$ cat config.mk
export PLATFORM = sky130hd
export DESIGN_NAME = voice_alloc
export DESIGN_NICKNAME = d
export VERILOG_FILES = /design/src/rtl/voice_pkg.sv /design/src/rtl/voice_slot.sv /design/src/rtl/voice_alloc.sv
export SDC_FILE = /design/constraint.sdc
export NUM_CORES = 1
export LEC_CHECK = 0
export BUFFER_PORTS_ARGS = -buffer_cell sky130_fd_sc_hd__buf_2
export CAP_MARGIN = 30
export CORE_ASPECT_RATIO = 0.9
export CORE_MARGIN = 3
export CORE_UTILIZATION = 55
export CTS_CLUSTER_DIAMETER = 100
export DETAILED_ROUTE_END_ITERATION = 7
export PLACE_DENSITY_LB_ADDON = 0.05
export SKIP_CTS_REPAIR_TIMING = 1
export SLEW_MARGIN = 20
export SYNTH_ARGS = -nofsm -noshare
export SYNTH_HDL_FRONTEND = slang
export SYNTH_SLANG_ARGS = --single-unit
export TNS_END_PERCENT = 10
$ cat constraint.sdc
create_clock -name clk -period 2.7 [get_ports clk]
set_input_delay 0.405 -clock clk [delete_from_list [all_inputs] [get_ports clk]]
set_output_delay 0.405 -clock clk [all_outputs]
set_load 0.01 [all_outputs]
$ cat src/rtl/voice_pkg.sv
// rtl/voice_pkg.sv - shared defaults, FSM state encoding and index-width helper for the voice allocator
package voice_pkg;

    localparam int M_DEFAULT  = 12;
    localparam int NV_DEFAULT = 4;
    localparam int VIDX_W     = $clog2(NV_DEFAULT);

    typedef enum logic [1:0] {
        ST_IDLE   = 2'd0,
        ST_SEARCH = 2'd1,
        ST_WRITE  = 2'd2
    } voice_state_t;

    function automatic int idx_width(input int nv);
        return (nv < 2) ? 1 : $clog2(nv);
    endfunction

endpackage

$ cat src/rtl/voice_slot.sv
// rtl/voice_slot.sv - one voice: tuning-word and gate registers with load/clear strobes and match/free flags
module voice_slot #(
    parameter int M = 12
) (
    input  logic         clk,
    input  logic         reset,
    input  logic         load,
    input  logic         clr,
    input  logic [M-1:0] key,
    output logic [M-1:0] inc,
    output logic         gate,
    output logic         match,
    output logic         free
);

    always_ff @(posedge clk or posedge reset) begin
        if (reset) begin
            inc  <= '0;
            gate <= 1'b0;
        end else if (load) begin
            inc  <= key;
            gate <= 1'b1;
        end else if (clr) begin
            gate <= 1'b0;
        end
    end

    assign match = gate && (inc == key);
    assign free  = !gate;

endmodule

$ cat src/rtl/voice_alloc.sv
// rtl/voice_alloc.sv - note-on/off voice allocator, one voice scanned per cycle
// Optional voice stealing when all voices are busy: define VOICE_STEAL_EN.
module voice_alloc
    import voice_pkg::*;
#(
    parameter int M  = M_DEFAULT,
    parameter int NV = NV_DEFAULT
) (
    input  logic            clk,
    input  logic            reset,
    input  logic            note_valid,
    output logic            note_ready,
    input  logic            note_on,
    input  logic [M-1:0]    note_inc,
    output logic [NV*M-1:0] voice_inc,
    output logic [NV-1:0]   voice_gate,
    output logic            full_evt
);

    localparam int IW = idx_width(NV);

    voice_state_t   state;
    logic [IW-1:0]  scan_idx;
    logic           req_on;
    logic [M-1:0]   req_inc;
    logic           hit_match;
    logic           hit_free;
    logic [IW-1:0]  match_idx;
    logic [IW-1:0]  free_idx;

    logic [NV-1:0]  slot_match;
    logic [NV-1:0]  slot_free;
    logic [NV-1:0]  slot_load;
    logic [NV-1:0]  slot_clr;

    logic           accept;
    logic           do_load;
    logic           do_clr;
    logic           no_free;
    logic [IW-1:0]  target;

    assign note_ready = (state == ST_IDLE) && !reset;
    assign accept     = note_valid && note_ready;

`ifdef VOICE_STEAL_EN
    logic [IW-1:0] steal_ptr;

    always_ff @(posedge clk or posedge reset) begin
        if (reset) begin
            steal_ptr <= '0;
        end else if (no_free) begin
            steal_ptr <= steal_ptr + IW'(1);
        end
    end
`endif

    // Write decision: retrigger beats free voice beats the no-free-voice rule.
    always_comb begin
        do_load = 1'b0;
        do_clr  = 1'b0;
        no_free = 1'b0;
        target  = match_idx;
        if (state == ST_WRITE) begin
            if (req_on) begin
                if (hit_match) begin
                    do_load = 1'b1;
                    target  = match_idx;
                end else if (hit_free) begin
                    do_load = 1'b1;
                    target  = free_idx;
                end else begin
                    no_free = 1'b1;
`ifdef VOICE_STEAL_EN
                    do_load = 1'b1;
                    target  = steal_ptr;
`endif
                end
            end else if (hit_match) begin
                do_clr = 1'b1;
                target = match_idx;
            end
        end
    end

    always_ff @(posedge clk or posedge reset) begin
        if (reset) begin
            state     <= ST_IDLE;
            scan_idx  <= '0;
            req_on    <= 1'b0;
            req_inc   <= '0;
            hit_match <= 1'b0;
            hit_free  <= 1'b0;
            match_idx <= '0;
            free_idx  <= '0;
            full_evt  <= 1'b0;
        end else begin
            full_evt <= 1'b0;
            case (state)
                ST_IDLE: begin
                    if (accept) begin
                        req_on    <= note_on;
                        req_inc   <= note_inc;
                        scan_idx  <= '0;
                        hit_match <= 1'b0;
                        hit_free  <= 1'b0;
                        match_idx <= '0;
                        free_idx  <= '0;
                        state     <= ST_SEARCH;
                    end
                end
                ST_SEARCH: begin
                    // First hit wins, so the lowest index is kept.
                    if (slot_match[scan_idx] && !hit_match) begin
                        hit_match <= 1'b1;
                        match_idx <= scan_idx;
                    end
                    if (slot_free[scan_idx] && !hit_free) begin
                        hit_free <= 1'b1;
                        free_idx <= scan_idx;
                    end
                    if (scan_idx == IW'(NV - 1)) begin
                        scan_idx <= '0;
                        state    <= ST_WRITE;
                    end else begin
                        scan_idx <= scan_idx + IW'(1);
                    end
                end
                ST_WRITE: begin
                    full_evt <= no_free;
                    state    <= ST_IDLE;
                end
                default: state <= ST_IDLE;
            endcase
        end
    end

    for (genvar k = 0; k < NV; k++) begin : g_voice
        assign slot_load[k] = do_load && (target == IW'(k));
        assign slot_clr[k]  = do_clr && (target == IW'(k));

        voice_slot #(.M(M)) u_slot (
            .clk   (clk),
            .reset (reset),
            .load  (slot_load[k]),
            .clr   (slot_clr[k]),
            .key   (req_inc),
            .inc   (voice_inc[k*M +: M]),
            .gate  (voice_gate[k]),
            .match (slot_match[k]),
            .free  (slot_free[k])
        );
    end

endmodule

==> summary.md, run 1 <==
| Metric | Value |
|---|---|
| Main synth FF type | `dfrtp_1` |
| GPL Wtd Cong | `0.893` |
| Post-route minimum period | `2270 ps` |
| Largest net degree at the start of global routing | `61` |
| Routed Antenna Nets | `0` |
| Avg Cell Area, Syn | `11.4 um^2` |
| Synth Area in Compound Gates | `3.99%` |
| Crit path largest cell delay | `470 ps` |
| Total power per unit cell area | `938 nW/um^2` |
| CTS tree | `yes` |
| Max-cap viol count | `0` |
| Area delta synth->final | `14.4%` |
| Initial Util | `58.9%` |
| Yosys warns | `0` |
| CTS sink cnt | `76` |
| Worst Path Required | `2920 ps` |
| P_leak | `2.25 nW` |
| Crit path buf inv count | `0` |
| Reg2reg path depth | `5` |
| Xor/xnor share of the synthesized area | `11.2%` |
| Final count of pins violating max slew | `0` |
| Endpoints failing setup | `0` |
| CP Data Arrival Time | `2490 ps` |
| Max-slew headroom | `49.3%` |
| Vias/cell | `5.46` |
| Async S/R FF share, synth | `100%` |
| Mux contribution to synthesized area | `15.8%` |
| Post-synth EDFFs | `0` |
| Total gr overflow | `0` |
| Final setup margin | `427 ps` |
| Die Wd | `93.2 um` |
| Rows | `27` |
| Final period util | `84.2%` |
| Layout cells sized above 1 | `32.9%` |
| Post-DP HPWL | `5.84 mm` |
| Clk_skew | `6.50 ps` |
| CTS Buf Count | `9` |
| Hold Violations, Final | `0` |
| Sequential element share of the synthesized area | `50.5%` |
| Clk_lat worst skew | `350 ps` |
| Critical Path Fanout Max | `13` |
| Final Net Count | `402` |
| First-pass GRT wire length | `13.6 mm` |
| Critical path depth | `5` |
| Post-Synth Simple-Gate Area | `13.9%` |
| Status | `finished, final reports clean` |
| Number of library cell types mapped by synthesis | `45` |
| CP cell instances | `nand3b_4 -> nor3b_4 -> mux2i_4 -> nand2_2 -> mux2_1` |
| Initial antenna violation count | `0` |
| TritonRoute pass-1 iters | `4` |
| Root Driver | `clkbuf_8` |
| Number of remaining DRC errors | `0` |
| Die Area | `7870 um^2` |
| IO Port Bufs | `69` |
| Syn_nets | `346` |
| # IOs | `70` |
| N_diodes | `0` |
| Max H-tree Level | `3` |
| Post-Route WL | `8.34 mm` |
| Yosys top cell by area | `dfrtp_1` |
| Vias in the first global route | `2575` |
| Longest Clk Path Bufs | `2` |
| Post-Syn Area | `3760 um^2` |
| RSZ-0062 raised after global routing | `false` |
| Via count | `2599` |
| Flops & latches, synth | `76` |
| Wire per inst | `17.5 um` |
| Top Family by Delay on Critical Path | `multiplexers` |
| Setup TNS | `0 ps` |
| Critical path type | `reg -> reg` |
| Worst Setup Start Kind | `register` |
| Pre-CTS setup slack | `456 ps` |
| Clk slew on worst S/H paths | `80 ps` |
| F_max | `0.440 GHz` |
| Drt first-iter violations | `170` |
| Worst Tran Pin Value | `759 ps` |
| Crit-path slowest cell | `dfrtp_1` |
| Die H | `84.5 um` |
| Syn Inst Count | `329` |
| Top post-synthesis cells by area | `dfrtp_1 (51%), mux2_2 (10%), xnor2_1 (8.4%)` |
| Adder and majority gate portion of the synthesized area | `0.332%` |
| Top-area cell type share of the netlist area | `50.5%` |
| Tot GR Track Use | `22.7%` |
| Largest family of logic cells by synthesized area | `multiplexers` |
| Worst setup EP type | `register` |
| Hold/Removal Path Class | `in -> async` |
| Core Region | `6380 um^2` |
| Worst IR Drop VDD | `0.458 mV` |
## state kept, by name, indices dropped and copies added (netlist names)
signal / count
hit_match: 1
req_on: 1
g_voice.u_slot.gate: 4
match_idx: 2
full_evt: 1
free_idx: 2
g_voice.u_slot.inc: 48
state: 2
scan_idx: 2
req_inc: 12
hit_free: 1
## final timing paths
path | startpoint | end | slack (ps)
hold reg to reg | g_voice[3].u_slot.inc[3]$_DFFE_PP0P_ | g_voice[3].u_slot.inc[3]$_DFFE_PP0P_ | 530
setup / recovery | state[0]$_DFFE_PP0P_ | g_voice[0].u_slot.inc[6]$_DFFE_PP0P_ | 430
max in group asynchronous | reset | g_voice[2].u_slot.inc[6]$_DFFE_PP0P_ | 2030
setup reg to reg | state[0]$_DFFE_PP0P_ | g_voice[0].u_slot.inc[6]$_DFFE_PP0P_ | 430
hold / removal | reset | g_voice[2].u_slot.inc[9]$_DFFE_PP0P_ | 50
min in group clk | note_inc[9] | req_inc[9]$_DFFE_PP0P_ | 240
## report_power, final
group          switching (mW)  leakage [nW]  internal [mW]  total (mW)
logic                   0.588          1.12          0.620        1.21
registers               0.517          1.02           1.39        1.91
clock network           0.406         0.102          0.512       0.918
total                    1.51          2.25           2.53        4.04
## placed cells by master, fill, tap and decap left out, drive strengths merged, types with 4 or more instances in the layout
| master | n |
|---|---|
| buf | 71 |
| mux2 | 48 |
| clkbuf | 10 |
| xor2 | 12 |
| nand2 | 50 |
| nand4 | 8 |
| o21ai | 9 |
| inv | 4 |
| nor2 | 7 |
| dfrtp | 76 |
| nand3 | 7 |
| xnor2 | 36 |
| and2 | 4 |
| nor3 | 4 |
## per-stage QoR
| stage | std cells | utilization (%) | power [mW] | cell area [um^2] | hold WS (ps) |
|---|---|---|---|---|---|
| detailed placement | 461 | 64.2 | 3.15 | 4100 | 427 |
| global route | 476 | 67.4 | 4.31 | 4300 | 65.2 |
| finish | 476 | 67.4 | 4.04 | 4300 | 47.2 |
| CTS | 476 | 67.4 | 4.08 | 4300 | 43.9 |
| global placement | 461 | 64.2 | 3.12 | 4100 | 423 |
| floorplan | 329 | - | 2.77 | 3760 | 489 |
## synth_stat cells, types with 2 or more instances
cell,number
a22oi_1,2
a21o_1,3
nor4_1,2
xnor2_1,36
nor2_1,6
a21oi_1,3
o31ai_1,2
nand2_2,2
nand2_1,48
dfrtp_1,76
buf_4,6
o21ai_0,9
xor2_1,12
nor3_1,4
inv_1,4
and3_1,3
mux2_1,14
or4_1,3
clkbuf_1,14
nor2b_1,2
nand3_1,7
and2_1,4
buf_2,3
buf_6,3
mux2_2,34
nand4_1,8
## final cells by class
cell class | instances | area [um^2]
fillers | 522 | 2080
flip-flops and latches | 76 | 1900
multi-input cells | 223 | 1700
repair buffers | 71 | 373
clock buffers | 10 | 128
well taps | 87 | 109
clock inverters | 5 | 77.6
inverters | 4 | 15.0
## routing by layer
metal | global-route usage, % | vias up | routed length, um
li1 | - | 1219 | -
met1 | 31.8 | 1279 | 3710
met2 | 34.7 | 87 | 3850
met3 | 6.00 | 14 | 655
met4 | 6.92 | 0 | 121
met5 | 0 | - | 0
## cells by family after synthesis
group	Yosys count
compound gates	24
flops	76
buf+inv	30
xor+xnor	48
simple gates	99
fa+ha+maj	1
mux	51
(Power assumes the default switching activity.)
==> inputs of run 2 (changes only) <==
ABC_AREA = 1   (was unset)
CORE_UTILIZATION = 56   (was 55)
clock period = 2.15 ns   (was 2.7 ns; I/O delays follow)
==> run 2 against run 1 <==
  * Routed wire length increased by 17%
  * Clock power grew 59%
  * Largest power group is now combinational logic
  * Synthesized area up 5.7%
  * Critical path type unchanged
  * Worst hold slack improved by 11 ps
  * Critical endpoint is now g_voice[1].u_slot.inc[0]$_DFFE_PP0P_
  * Clock skew is 1.5 ps higher
  * Non-clock buffer count grew 2
  * Sequential share of layout area decreased by 3.3 points
  * Setup slack worse by 290 ps
  * Register-to-register slack worse by 290 ps
  * Synthesized cell count up 53%
  * Sequential cell count unchanged
  * Total power is 54% higher
==> summary.md, run 2 <==
| Metric | Value |
|---|---|
| Syn Inst Count | `505 (was 329)` |
| Clk_lat worst skew | `350 ps (about the same)` |
| Root Driver | `clkbuf_8 (unchanged)` |
| Die H | `86.0 um (was 84.5 um)` |
| Sequential element share of the synthesized area | `47.8% (was 50.5%)` |
| Post-route minimum period | `2010 ps (was 2270 ps)` |
| Worst setup path startpoint | `state[1]$_DFFE_PP0P_ (was state[0]$_DFFE_PP0P_)` |
| Most frequent cell after synthesis | `nand2_1 (was dfrtp_1)` |
| Worst IR Drop VDD | `0.691 mV (was 0.458 mV)` |
| Endpoints failing setup | `0 (unchanged)` |
| Largest regs | `g_voice.u_slot.inc x48, req_inc x12, g_voice.u_slot.gate x4 (unchanged)` |
| F_max | `0.498 GHz (was 0.440 GHz)` |
| N_diodes | `0 (unchanged)` |
| Yosys warns | `0 (unchanged)` |
| Longest Clk Path Bufs | `2 (unchanged)` |
| TritonRoute pass-1 iters | `5 (was 4)` |
| Die Wd | `94.8 um (was 93.2 um)` |
| Final Net Count | `591 (was 402)` |
| Post-route cell area | `4650 um^2 (was 4300 um^2)` |
| # IOs | `70 (unchanged)` |
| Wire per inst | `14.6 um (was 17.5 um)` |
| Syn_nets | `522 (was 346)` |
| Number of library cell types mapped by synthesis | `26 (was 45)` |
| Number of remaining DRC errors | `0 (unchanged)` |
| Max-cap viol count | `0 (unchanged)` |
| Final count of pins violating max slew | `0 (unchanged)` |
| Rows | `28 (was 27)` |
| CP cell instances | `inv_2 -> nor2_2 -> nand2_2 -> nor3_4 -> nand2_1 -> o21ai_2 -> nand3_4 -> nand2_1 -> o21ai_2 (was nand3b_4 -> nor3b_4 -> mux2i_4 -> nand2_2 -> mux2_1)` |
| Tot GR Track Use | `26.3% (was 22.7%)` |
| Post-synth EDFFs | `0 (unchanged)` |
| Max-slew headroom | `57.7% (was 49.3%)` |
| Yosys top cell by area | `dfrtp_1 (unchanged)` |
| Critical Path Fanout Max | `25 (was 13)` |
| Largest net degree at the start of global routing | `28 (was 61)` |
| Top-area cell type share of the netlist area | `47.8% (was 50.5%)` |
| Hold/Removal Path Class | `in -> async (unchanged)` |
| Hold Violations, Final | `0 (unchanged)` |
| Avg Cell Area, Syn | `7.88 um^2 (was 11.4 um^2)` |
| Total power per unit cell area | `1340 nW/um^2 (was 938 nW/um^2)` |
| GPL Wtd Cong | `0.889 (was 0.893)` |
| RSZ-0062 raised after global routing | `true (was false)` |
| Area delta synth->final | `16.9% (was 14.4%)` |
| Main synth FF type | `dfrtp_1 (unchanged)` |
| Core Region | `6730 um^2 (was 6380 um^2)` |
| Async S/R FF share, synth | `100% (unchanged)` |
| P_leak | `2.37 nW (was 2.25 nW)` |
| CTS Buf Count | `9 (unchanged)` |
| Worst Path Required | `2370 ps (was 2920 ps)` |
| Post-Route WL | `9.73 mm (was 8.34 mm)` |
| Largest register FFs | `48 (unchanged)` |
| GRT Max-Usage Layer | `met2 (unchanged)` |
| Critical path type | `reg -> reg (unchanged)` |
| RR Startpoint | `state[1]$_DFFE_PP0P_ (was state[0]$_DFFE_PP0P_)` |
| Worst Tran Pin Value | `633 ps (was 759 ps)` |
| Initial Util | `59.1% (was 58.9%)` |
| Total gr overflow | `0 (unchanged)` |
| Clk slew on worst S/H paths | `80 ps (about the same)` |
| Commonest non-fill, non-tap cell in the layout | `nand2_1 (was dfrtp_1)` |
| Vias/cell | `5.09 (was 5.46)` |
| Grt met1 use | `37.0% (was 31.8%)` |
| First-pass GRT wire length | `16.4 mm (was 13.6 mm)` |
| Post-layout total power | `6.24 mW (was 4.04 mW)` |
| Flops & latches, synth | `76 (unchanged)` |
| Post-DP HPWL | `7.13 mm (was 5.84 mm)` |
| Commonest cells after routing, fill and taps aside | `nand2_1 (190), dfrtp_1 (76), buf_2 (69), inv_1 (56), nor2_1 (39) (was dfrtp_1 (76), buf_2 (69), nand2_1 (48), xnor2_1 (36), mux2_2 (34))` |
| Most frequent cells after synthesis | `nand2_1 (191), dfrtp_1 (76), inv_1 (57) (was dfrtp_1 (76), nand2_1 (48), xnor2_1 (36))` |
| Initial antenna violation count | `0 (unchanged)` |
| Final period util | `93.5% (was 84.2%)` |
| Clk_skew | `8.04 ps (was 6.50 ps)` |
| Die Area | `8150 um^2 (was 7870 um^2)` |
| CP Data Arrival Time | `2230 ps (was 2490 ps)` |
| Layout cells sized above 1 | `23.2% (was 32.9%)` |
| CTS tree | `yes (unchanged)` |
| Max H-tree Level | `3 (unchanged)` |
| Most flops, register | `g_voice.u_slot.inc (unchanged)` |
| Met3 Resource Use GR | `8.77% (was 6.00%)` |
| Post-placement cell area | `4370 um^2 (was 4100 um^2)` |
| CTS sink cnt | `76 (unchanged)` |
| Vias in the first global route | `3301 (was 2575)` |
| Worst setup EP type | `register (unchanged)` |
| Drt first-iter violations | `259 (was 170)` |
| Status | `finished, final reports clean (unchanged)` |
| Final setup margin | `140 ps (was 427 ps)` |
| Top post-synthesis cells by area | `dfrtp_1 (48%), nand2_1 (18%), o21ai_2 (7.0%) (was dfrtp_1 (51%), mux2_2 (10%), xnor2_1 (8.4%))` |
| Post-Syn Area | `3980 um^2 (was 3760 um^2)` |
| Crit-path slowest cell | `nand3_4 (was dfrtp_1)` |
| Pre-CTS setup slack | `165 ps (was 456 ps)` |
| Met2 usage | `38.8% (was 34.7%)` |
| IO Port Bufs | `69 (unchanged)` |
| Worst Setup Start Kind | `register (unchanged)` |
| Crit path largest cell delay | `410 ps (was 470 ps)` |
| Via count | `3403 (was 2599)` |
| Routed Antenna Nets | `0 (unchanged)` |
-- run 2: cells by family after synthesis --
family	count (synthesis)	synth area share, %
AND/OR/NAND/NOR	251	26.0
AO/OA/AOI/OAI	86	14.0
buffers and inverters	81	9.69
flip-flops	76	47.8
XOR/XNOR	10	2.20
adder cells (fa/ha/maj)	1	0.315
-- run 2: worst max-delay path: cells and delay by family, from the launching register on --
| family | cells | cell delay (ps) |
|---|---|---|
| AND/OR/NAND/NOR | 6 | 1150 |
| flip-flops | 1 | 400 |
| AO/OA/AOI/OAI | 2 | 270 |
| buffers and inverters | 1 | 50 |
-- run 2: area by class of cell --
| cell class | count | area (um^2) |
|---|---|---|
| inverter | 66 | 256 |
| clock buffer | 11 | 151 |
| fill | 593 | 2080 |
| timing repair buffer | 73 | 413 |
| multi-input combinational | 348 | 1690 |
| sequential | 76 | 1900 |
| tap | 90 | 113 |
| clock inverter | 4 | 120 |
-- run 2: final timing paths --
path / end / slack, ps / depth (start not counted)
max: g_voice[1].u_slot.inc[0]$_DFFE_PP0P_ / 140 / 9
min: free_idx[0]$_DFFE_PP0P_ / 60 / 2
max reg2reg: g_voice[1].u_slot.inc[0]$_DFFE_PP0P_ / 140 / 9
min reg2reg: full_evt$_DFF_PP0_ / 500 / 1
max in group asynchronous: req_inc[2]$_DFFE_PP0P_ / 1560 / 3
min in group clk: req_on$_DFFE_PP0P_ / 160 / 3
-- run 2: stage by stage --
step / std cells / TNS (ps) / hold WS (ps) / utilization, %
floorplan: 505 / 0 / 432 / -
CTS: 668 / 0 / 69.8 / 69.1
detailed placement: 653 / 0 / 450 / 65.0
global placement: 653 / 0 / 438 / 65.0
finish: 668 / 0 / 58.3 / 69.1
global route: 668 / -104 / 82.5 / 69.1
-- run 2: power breakdown --
| group | switching [mW] | internal [mW] |
|---|---|---|
| Clock | 0.517 | 0.946 |
| Sequential | 0.492 | 1.85 |
| Combinational | 1.57 | 0.863 |
| Total | 2.57 | 3.66 |
-- run 2: metal layers --
metal | vias to the layer above | routed length, um | share of wire [%]
li1 | 1711 | - | -
met1 | 1540 | 4430 | 46
met2 | 130 | 4310 | 44
met3 | 22 | 796 | 8.2
met4 | 0 | 190 | 2.0
met5 | - | 0 | 0
